==> config.mk <==
export PLATFORM = sky130hd
export DESIGN_NAME = eth_fifo_pkt_reader
export DESIGN_NICKNAME = d
export VERILOG_FILES = /design/src/rtl/eth_fifo_pkt_reader.sv
export SDC_FILE = /design/constraint.sdc
export NUM_CORES = 1
export LEC_CHECK = 0
export ABC_CLOCK_PERIOD_IN_PS = 5100
export CORE_UTILIZATION = 40
export CTS_CLUSTER_SIZE = 10
export DETAILED_ROUTE_END_ITERATION = 12
export PLACE_DENSITY = 0.59
export SYNTH_ARGS = -nofsm -noshare
export SYNTH_HDL_FRONTEND = slang
export SYNTH_SLANG_ARGS = --single-unit
==> constraint.sdc <==
create_clock -name clk -period 5.1 [get_ports clk]
set_input_delay 1.275 -clock clk [delete_from_list [all_inputs] [get_ports clk]]
set_output_delay 1.275 -clock clk [all_outputs]
set_load 0.1 [all_outputs]
==> src/rtl/eth_fifo_pkt_reader.sv <==
// eth_fifo_pkt_reader: drains an 8-bit Ethernet FIFO into the UDP TX engine.
// Launches a packet when PKT_MAX bytes are stored or data has sat idle for
// TIMEOUT cycles, then streams bytes on the engine's tx_req handshake.
//
// Ports:
//   clk, rst_n          system clock, async active-low reset
//   fifo_wr_en          mirror of upstream FIFO write strobe
//   fifo_full/empty     FIFO status flags
//   fifo_rd_en          FIFO read enable (combinational from tx_req)
//   fifo_rd_data        FIFO read data, valid 1 cycle after fifo_rd_en
//   tx_start_en         one-cycle packet launch pulse
//   tx_byte_num         payload length, held until next launch
//   tx_req, tx_done     UDP TX byte request / packet complete
//   tx_data             payload byte (pass-through of fifo_rd_data)
//   busy                high outside IDLE
//   underrun            pulse: byte requested while FIFO empty
module eth_fifo_pkt_reader #(
    parameter int PKT_MAX = 1024,
    parameter int TIMEOUT = 125000,
    parameter int DEPTH_W = 11
) (
    input  logic        clk,
    input  logic        rst_n,
    input  logic        fifo_wr_en,
    input  logic        fifo_full,
    input  logic        fifo_empty,
    output logic        fifo_rd_en,
    input  logic [7:0]  fifo_rd_data,
    output logic        tx_start_en,
    output logic [15:0] tx_byte_num,
    input  logic        tx_req,
    output logic [7:0]  tx_data,
    input  logic        tx_done,
    output logic        busy,
    output logic        underrun
);

    localparam int CW = DEPTH_W + 1;
    localparam int TW = $clog2(TIMEOUT);

    localparam logic [CW-1:0] PKT_LEN  = CW'(PKT_MAX);
    localparam logic [CW-1:0] C_ONE    = CW'(1);
    localparam logic [TW-1:0] T_ONE    = TW'(1);
    localparam logic [TW-1:0] TMO_LAST = TW'(TIMEOUT - 1);

    typedef enum logic [1:0] {
        IDLE,
        START,
        SEND,
        WAIT_DONE
    } state_t;

    state_t state, state_nx;

    logic [CW-1:0] occ;
    logic [CW-1:0] len;
    logic [CW-1:0] rd_cnt;
    logic [TW-1:0] timer;

    logic wr_acc;
    logic full_go;
    logic tmo_go;
    logic rd_left;

    assign wr_acc  = fifo_wr_en & ~fifo_full;
    assign full_go = occ >= PKT_LEN;
    assign tmo_go  = (occ != '0) && (timer == TMO_LAST);
    assign rd_left = rd_cnt < len;

    assign busy        = state != IDLE;
    assign tx_data     = fifo_rd_data;
    assign tx_byte_num = 16'(len);

    always_ff @(posedge clk or negedge rst_n) begin
        if (!rst_n) begin
            state <= IDLE;
        end else begin
            state <= state_nx;
        end
    end

    always_comb begin
        state_nx    = state;
        fifo_rd_en  = 1'b0;
        tx_start_en = 1'b0;
        unique case (state)
            IDLE: begin
                if (full_go || tmo_go) begin
                    state_nx = START;
                end
            end
            START: begin
                tx_start_en = 1'b1;
                state_nx    = SEND;
            end
            SEND: begin
                fifo_rd_en = tx_req & ~fifo_empty & rd_left;
                // tx_done here is an early abort; leftovers stay queued
                if (tx_done) begin
                    state_nx = IDLE;
                end else if (fifo_rd_en && (rd_cnt == len - C_ONE)) begin
                    state_nx = WAIT_DONE;
                end
            end
            WAIT_DONE: begin
                if (tx_done) begin
                    state_nx = IDLE;
                end
            end
            default: state_nx = IDLE;
        endcase
    end

    always_ff @(posedge clk or negedge rst_n) begin
        if (!rst_n) begin
            occ <= '0;
        end else begin
            unique case ({wr_acc, fifo_rd_en})
                2'b10:   occ <= occ + C_ONE;
                2'b01:   occ <= occ - C_ONE;
                default: occ <= occ;
            endcase
        end
    end

    // Idle timer only runs while waiting in IDLE with data stored
    always_ff @(posedge clk or negedge rst_n) begin
        if (!rst_n) begin
            timer <= '0;
        end else if (state != IDLE || wr_acc) begin
            timer <= '0;
        end else if (occ != '0) begin
            timer <= timer + T_ONE;
        end
    end

    always_ff @(posedge clk or negedge rst_n) begin
        if (!rst_n) begin
            len <= '0;
        end else if (state == IDLE) begin
            if (full_go) begin
                len <= PKT_LEN;
            end else if (tmo_go) begin
                len <= occ;
            end
        end
    end

    always_ff @(posedge clk or negedge rst_n) begin
        if (!rst_n) begin
            rd_cnt <= '0;
        end else if (state == START) begin
            rd_cnt <= '0;
        end else if (fifo_rd_en) begin
            rd_cnt <= rd_cnt + C_ONE;
        end
    end

    always_ff @(posedge clk or negedge rst_n) begin
        if (!rst_n) begin
            underrun <= 1'b0;
        end else begin
            underrun <= (state == SEND) & tx_req & fifo_empty & rd_left;
        end
    end

endmodule

==> flow_summary.yaml <==
status:
  status: "finished, final reports clean"
route:
  viasPerCell: 5.516
  routedWlPerCell_um: 15.12
  wirelength_um: 8182
  firstDrtPassIters: 4
  drtIter0Drc: 92
  drc: 0
  vias: 2984
  detail-route-antenna-nets: 0
floorplan:
  die-area_sq_mm: 0.009769
  row_count: 34
  ioPinCount: 43
  die_width_um: 98.84
  floorplan.die.height_um: 98.84
  core_sq_mm: 0.008891
  initial_core_util: 0.4219
placed_design:
  placed_cell_area_sq_mm: 0.004028
  place_congestion: 0.8585
  pre_cts_slack_ns: 0.3439
  dp_hpwl_um: 5997
  io_buffer_count: 22
final_layout:
  drive_above_1_share: 0.06005
  nNetsFinal: 474
  final_common_cell: "dfrtp_1"
  area_growth_pct: 10.44
  n_antenna_cell: 0
  final_cell_mix: "dfrtp_1, nor2_1"
  finalInstanceArea_sq_mm: 0.004143
  final_core_util: 0.4659
synthesis:
  synth-simple-area-share: 0.2245
  ys.flop_type: "dfrtp_1"
  syn_inst: 417
  synth_edf_count: 0
  synthesis.area_sq_mm: 0.003751
  ys_types: 54
  ys_ff_latch: 56
  synth_adder_area_share: 0.09206
  async_flop_share: 1.000
  synthMuxAreaShare: 0.01668
  synth-xor-area-share: 0.09106
  ys_warn_count: 0
  ys_seq_area_frac: 0.3736
  synth_compound_area_frac: 0.1378
  syn_avg_cell_area_sq_um: 8.995
  synth_top_family_by_area: "simple AND/OR/NAND/NOR gates"
timing:
  finalCritPeriodShare: 0.8764
  setup_viol: 0
  clock_skew_ns: 0.008766
  finalWorstSetupSlack_ns: 0.6303
  fmax_mhz: 223.7
  tightest_slew_ns: 0.9737
  grt_setup_unrepaired: "false"
  maxSlewViolCount: 0
  period_minus_slack_ns: 4.470
  hold_viol: 0
  relSlewSlack: 0.3488
  tns_ns: 0
clock_network:
  clkTransAtPathRegs_ns: 0.10
  cts_root_buffer: "clkbuf_8"
  cts_setup_buffers: 0
  clock_latency_ns: 0.32
  htree_levels: 2
  cts_max_path_buffers: 2
  tritoncts: "yes"
  clock_sinks: 56
  cts.repair.resized: 0
  hold_buffers: 0
  numCtsBuffers: 5
power_and_ir_drop:
  cellPowerDensity_mw_per_mm2: 239.9
  ir_drop_v: 0.0001082
  power_uw: 993.7
  p_leak_uw: 0.001823
global_routing:
  grt_pass1_vias: 2979
  grt_max_degree: 57
  grt_pass1_wl_um: 14470
  grt_overflow: 0
  antenna_found_initial: 0
  track_usage: 0.1858
setup_path:
  slowest_stage: "clkdlybuf4s50_1"
  end_kind: "flop"
  cp.required_ns: 5.36
  worstPathMaxFanout: 4
  worst-path-buf-inv: 3
  critPathTopFamily: "simple AND/OR/NAND/NOR gates"
  crit_chain: "clkdlybuf4s50_1, nand3b_2, or3_1, or3_4, inv_1, ha_1, inv_1, fa_1, nor2b_1, o31a_1, o221a_2, o21ai_0, a2111oi_0, nand3b_1"
  cp-start-kind: "input pin"
  crit_top_cell: "inv_1"
  cp.arrival_ns: 4.73
  slowest_delay_ns: 0.47
  criticalPathCategory: "input pin to flop"
min_path:
  hp-class: "flop to flop"
run:
  maxCapViolCount: 0
[path summary, 6_finish.rpt]
path	from	depth (start not counted)	slack, ns	endpoint
min in group asynchronous	rst_n	2	1.09	timer[11]
min	occ[11]	1	0.54	occ[11]
max	tx_req	14	0.63	occ[10]
min reg2reg	occ[11]	1	0.54	occ[11]
max in group asynchronous	rst_n	2	3.54	rd_cnt[10]
max reg2reg	len[6]	16	0.78	occ[10]
[stage by stage]
stage	std cells	hold WS, ns
2_1_floorplan	420	0.4689
3_3_place_gp	533	0.5132
3_5_place_dp	533	0.5183
4_1_cts	541	0.5388
5_1_grt	541	0.5611
6_report	541	0.5448
[cells by family after synthesis]
family,after synthesis
mux,6
fa+ha+maj,27
flops,56
compound gates,81
buf+inv,48
xor+xnor,39
other cells,1
simple gates,159
[state kept, by name (all words and copies together) (netlist names)]
register and count:
underrun 1, len 12, occ 12, state 2
timer 17, rd_cnt 12
[synth_stat cells, types with 7 or more instances]
cell type   n  area, sq um
nor4_1     13        81.33
nor2_1     42        157.7
dfrtp_1    56         1401
a21oi_1    16        80.08
clkbuf_1    9        33.78
buf_4      13        97.59
nand4_1     7        43.79
o21ai_0    26        130.1
ha_1       26        325.3
xnor2_1    26        227.7
nand2_1    26        97.59
xor2_1     13        113.9
nand3_1    22        110.1
inv_1      24        90.09
[metal layers]
| metal | GRT usage | share of wire | vias to the layer above |
|---|---|---|---|
| met2 | 0.2916 | 0.44 | 43 |
| met4 | 0.04707 | 0.0089 | 0 |
| met3 | 0.02624 | 0.033 | 6 |
| met5 | 0 | 0 | - |
| met1 | 0.2688 | 0.52 | 1429 |
| li1 | - | - | 1506 |
[worst register-to-register path, cell delays in order, from the launching register on]
cell       delay [ns]
dfrtp_1          0.51
inv_1            0.13
ha_1             0.33
a21oi_1          0.08
a21o_1           0.18
a21oi_1          0.65
or3_4            0.30
inv_1            0.07
ha_1             0.25
buf_4            0.18
ha_1             0.34
o21a_1           0.13
o31a_1           0.17
o221a_2          0.23
o21ai_0          0.10
a2111oi_0        0.45
nand3b_1         0.16
[power by group]
group / internal (uW) / total, uW / leakage, uW / switching [uW]
Sequential: 476 / 518 / 0.000763 / 41.5
Clock: 148 / 304 / 0.0000548 / 156
Combinational: 68.6 / 171 / 0.00101 / 103
Total: 693 / 994 / 0.00182 / 300
[cell type report]
class | instances | area (sq um)
Clock buffer | 5 | 68.82
Clock inverter | 3 | 46.29
Fill cell | 876 | 4748
Inverter | 24 | 90.09
Multi-Input combinational cell | 316 | 2123
Sequential cell | 56 | 1401
Tap cell | 108 | 135.1
Timing Repair Buffer | 29 | 277.8
No activity file was read; power rests on OpenSTA's default activity.
